--- config.mk ---
export PLATFORM = sky130hd
export DESIGN_NAME = mat_vec_feeder
export DESIGN_NICKNAME = d
export VERILOG_FILES = /design/src/rtl/mat_vec_feeder.sv
export SDC_FILE = /design/constraint.sdc
export NUM_CORES = 1
export LEC_CHECK = 0
export CORE_MARGIN = 2
export CORE_UTILIZATION = 41
export CTS_BUF_LIST = sky130_fd_sc_hd__clkbuf_4 sky130_fd_sc_hd__clkbuf_8 sky130_fd_sc_hd__clkbuf_16
export DETAILED_ROUTE_END_ITERATION = 6
export MAX_ROUTING_LAYER = met4
export PLACE_DENSITY = 0.68
export SLEW_MARGIN = 20
export SYNTH_ARGS = -nofsm -noshare
export SYNTH_HDL_FRONTEND = slang
export SYNTH_SLANG_ARGS = --single-unit
--- constraint.sdc ---
create_clock -name clk -period 12.1 [get_ports clk]
set_input_delay 2.42 -clock clk [delete_from_list [all_inputs] [get_ports clk]]
set_output_delay 2.42 -clock clk [all_outputs]
set_load 0.01 [all_outputs]
--- src/rtl/mat_vec_feeder.sv ---
// Host-side feeder for the 8x8 MAC array: streams A columns and the B vector
// into the array FIFOs, waits for completion and returns the results as a stream.
module mat_vec_feeder #(
  parameter int DATA_WIDTH = 8,
  parameter int DIM        = 8,
  parameter int TIMEOUT    = 1024
) (
  input  logic                                clk,
  input  logic                                rst,
  input  logic [DATA_WIDTH-1:0]               s_data,
  input  logic                                s_valid,
  output logic                                s_ready,
  output logic                                a_wren,
  output logic [DIM-1:0][DATA_WIDTH-1:0]      a_col,
  output logic                                b_wren,
  output logic [DATA_WIDTH-1:0]               b_data,
  output logic                                Clr,
  input  logic                                done,
  input  logic [DIM-1:0][3*DATA_WIDTH-1:0]    res_in,
  output logic [3*DATA_WIDTH-1:0]             m_data,
  output logic                                m_valid,
  input  logic                                m_ready,
  output logic                                m_last,
  output logic                                busy,
  output logic                                err
);

  localparam int RW = 3 * DATA_WIDTH;
  localparam int IW = (DIM > 1) ? $clog2(DIM) : 1;
  localparam int TW = $clog2(TIMEOUT + 1);
  localparam logic [IW-1:0] LAST  = IW'(DIM - 1);
  localparam logic [TW-1:0] TLAST = TW'(TIMEOUT - 1);

  localparam logic [2:0] CLEAR     = 3'd0;
  localparam logic [2:0] LOAD_A    = 3'd1;
  localparam logic [2:0] LOAD_B    = 3'd2;
  localparam logic [2:0] WAIT_DONE = 3'd3;
  localparam logic [2:0] DRAIN     = 3'd4;

  logic [2:0]             state;
  logic [IW-1:0]          row;
  logic [IW-1:0]          col;
  logic [IW-1:0]          idx;
  logic [TW-1:0]          tcnt;
  logic                   done_q;
  logic                   armed;
  logic [DIM-1:0][RW-1:0] res_q;
  logic                   acc;
  logic                   done_edge;

  assign s_ready   = (state == LOAD_A) | (state == LOAD_B);
  assign acc       = s_valid & s_ready;
  assign Clr       = (state == CLEAR);
  assign m_valid   = (state == DRAIN);
  assign m_data    = m_valid ? res_q[idx] : '0;
  assign m_last    = m_valid & (idx == LAST);
  assign busy      = (state != LOAD_A) | (row != '0) | (col != '0);
  // done may still be high from the previous job, so an edge only
  // counts once done has been seen low while waiting
  assign done_edge = armed & done & ~done_q;

  always_ff @(posedge clk or posedge rst) begin
    if (rst) begin
      state  <= CLEAR;
      row    <= '0;
      col    <= '0;
      idx    <= '0;
      tcnt   <= '0;
      done_q <= 1'b0;
      armed  <= 1'b0;
      res_q  <= '0;
      a_col  <= '0;
      a_wren <= 1'b0;
      b_data <= '0;
      b_wren <= 1'b0;
      err    <= 1'b0;
    end else begin
      a_wren <= 1'b0;
      b_wren <= 1'b0;
      done_q <= done;
      unique case (state)
        CLEAR: state <= LOAD_A;
        LOAD_A: begin
          if (acc) begin
            a_col[row] <= s_data;
            if (row == LAST) begin
              row    <= '0;
              a_wren <= 1'b1;
              if (col == LAST) begin
                col   <= '0;
                state <= LOAD_B;
              end else begin
                col <= col + 1'b1;
              end
            end else begin
              row <= row + 1'b1;
            end
          end
        end
        LOAD_B: begin
          if (acc) begin
            b_data <= s_data;
            b_wren <= 1'b1;
            if (row == LAST) begin
              row   <= '0;
              armed <= 1'b0;
              tcnt  <= '0;
              state <= WAIT_DONE;
            end else begin
              row <= row + 1'b1;
            end
          end
        end
        WAIT_DONE: begin
          if (!done) armed <= 1'b1;
          if (done_edge) begin
            res_q <= res_in;
            armed <= 1'b0;
            tcnt  <= '0;
            state <= DRAIN;
          end else if (tcnt == TLAST) begin
            err   <= 1'b1;
            armed <= 1'b0;
            tcnt  <= '0;
            state <= CLEAR;
          end else begin
            tcnt <= tcnt + 1'b1;
          end
        end
        DRAIN: begin
          if (m_ready) begin
            if (idx == LAST) begin
              idx   <= '0;
              state <= CLEAR;
            end else begin
              idx <= idx + 1'b1;
            end
          end
        end
        default: state <= CLEAR;
      endcase
    end
  end

endmodule
==> summary.txt <==
Power
  • Total power: 2850 uW
  • Lkg Pwr: slightly below 0.008 uW
  • Pwr/cell area: 163 nW/um2
  • Worst vdd ir: 0.000100 V

STA
  • Worst slew pin tran: 1.14 ns
  • Final setup TNS: 0 ns
  • Final hold viol count: 0
  • RSZ-0062 raised after global routing: false
  • Final Max Slew Viols: 0
  • Setup WS post-layout: about 6.6 ns
  • F_max: 0.180 GHz
  • Final cycle utilization of the critical path: 45.8%
  • Clock skew: 0.0117 ns
  • Worst slew margin: between 20% and 30%
  • Tmin final: 5.54 ns
  • Finish-stage setup viols: 0

Worst hold path
  • Worst hold-check path type: register to register

Clock tree
  • Hold Buf Count CTS: 0
  • Clock Latency Late Sink: approximately 0.50 ns
  • Post-CTS sizing: 0
  • H-tree lvl count: 2
  • Max clock buf depth: 3
  • CTS tree: yes
  • Post-CTS Setup Bufs: 0
  • Root buffer cell: clkbuf_16
  • Clock buffer count from CTS: 34
  • # clock sinks: 292
  • Clock transition at path regs: roughly 0.06 ns

Global route
  • Vias in the first global route: between 8k and 9k
  • First-pass GRT wire length: 50.1 mm
  • Gr ovfl total: 0
  • GRT Total Usage: 20.0%
  • Largest net degree at the start of global routing: 194
  • Antenna violations before repair: 10

Layout
  • Most frequent cells in the layout: clkdlybuf4s50_1, dfrtp_1, mux2_2
  • Final core utilization: between 50% and 60%
  • Fill count: 2458
  • Syn-to-layout area delta: 36.3%
  • Fin nets: 1343
  • Share of layout cells above drive strength 1: 35.2%
  • Most common cell after layout, fill and taps aside: clkdlybuf4s50_1
  • Non-filler cells in the finished layout: 1561

Drt
  • DRT Pass-1 Iters: 4
  • Antenna Nets Post-Route: 0
  • Via density: 5.17
  • Routed length per placed instance: 20.1 um
  • Via count: 8066
  • Drc violations: 0
  • Routed wire length: 31.4 mm
  • DR iter-0 viols: 321

Yosys
  • Cell variety after synth: 47
  • Synth Net Count: ~1.0k
  • Sequential area share after synthesis: around 57%
  • Yosys warning count: 0
  • Main flop type after synthesis: dfrtp_1
  • Largest cells by area after synthesis: dfrtp_1, mux2_2, mux4_2, mux2i_1, buf_2
  • Post-synth top area share: 57.0%
  • Asr flop ratio synth: 100%
  • Syn Area/Cell: 15.5 um2
  • EDFF count, synth: 0
  • Synth Instances: 827
  • Cell taking the most area after synthesis: dfrtp_1
  • Synthesis-stage register bit count: 292
  • Post-Syn Area: 12800 um2

Die
  • Die height: approximately 180 um
  • I/O pins: 309
  • Die area: ~33000 um2
  • Initial Utilization: 41.8%
  • Die X: 181 um
  • Core box area: 30700 um2
  • Std cell rows: 64

Run
  • # Max-Cap Violations: 0

Worst setup path
  • Family with the most delay on the worst path: buffers and inverters
  • Flop2flop setup slack: 9.72 ns
  • WS Path Type: register to output port
  • Worst-path cell chain: buf_4, mux4_2, mux2i_1, nor2_1, clkdlybuf4s50_1
  • CP Max Fanout: 47
  • CP peak stage delay: a little under 0.8 ns
  • CP bufs+invs: 2
  • Required time of the critical path: 9.68 ns
  • Worst Setup Start Kind: register
  • Setup crit end kind: output port
  • CP arrival: ~3.1 ns
  • CP max stage cell: buf_4

Place
  • Routability congestion estimate: 0.779
  • Place WS: 7.03 ns
  • # port buffers: 308
  • Placed insts: 1489
  • HPWL after DPL: 21.7 mm

Outcome
  • Status: completed
-- cell families after synthesis --
group / count (synthesis) / synth area share [%]
buffers and inverters: 58 / 2.19
AND/OR/NAND/NOR: 94 / 4.14
AO/OA/AOI/OAI: 30 / 1.58
XOR/XNOR: 1 / 0.0684
adder cells (fa/ha/maj): 9 / 0.879
flip-flops: 292 / 57.0
multiplexers: 343 / 34.1
-- flip-flops by register name (all words and copies together) (netlist names) --
register	cells
res_q	192
a_col	64
tcnt	11
b_data	8
col	3
idx	3
row	3
state	3
a_wren	1
armed	1
b_wren	1
done_q	1
err	1
-- cell type report --
cell class	count	area [um2]	share of cell area, %
Antenna cell	11	27.5	0.158
Inverter	10	45.0	0.258
Clock buffer	55	1120	6.40
Tap cell	396	495	2.84
Clock inverter	6	82.6	0.473
Timing Repair Buffer	314	3150	18.1
Multi-Input combinational cell	477	5230	30.0
Sequential cell	292	7310	41.9
-- cells in the mapped netlist, drive strengths merged, types with 4 or more instances --
library cell,instances
nand4,4
nand3,9
nand3b,5
a21oi,5
and3,4
nand2,15
a31oi,5
inv,10
a22o,4
ha,9
mux2i,25
buf,39
o21ai,6
nor3,7
mux2,270
nor2,37
clkbuf,9
mux4,48
dfrtp,292
-- final timing paths --
check	start	end	cells past startpoint
min in group asynchronous	rst	tcnt[5]	2
setup / recovery	idx[0]	m_data[11]	5
hold / removal	err	err	2
max in group asynchronous	rst	res_q[191]	3
hold reg to reg	err	err	2
setup reg to reg	state[2]	res_q[153]	4
-- worst register-to-register path, cell delays in order (launching register included) --
cell      delay, ns
dfrtp_1        0.48
nand3b_1       0.27
nor2_4         0.16
buf_12         0.65
mux2_2         0.70
-- power breakdown --
group / switching [uW] / internal (uW)
logic: 215 / 376
clock network: 395 / 675
registers: 81.3 / 1110
-- layer usage --
| metal | routed length [um] | vias up | global-route usage, % |
|---|---|---|---|
| li1 | - | 3667 | - |
| met1 | 12800 | 4118 | 24.1 |
| met2 | 15200 | 243 | 31.8 |
| met3 | 3080 | 38 | 7.90 |
| met4 | 435 | 0 | 4.39 |
| met5 | 0 | - | - |
-- stage by stage --
step | hold slack (ns) | cell area, um2
global placement | 0.461 | 16200
floorplan | 0.449 | 12800
detailed placement | 0.460 | 16200
CTS | 0.479 | 17400
global route | 0.509 | 17500
finish | 0.470 | 17500
Note: power is estimated with default switching activity, not from simulation.
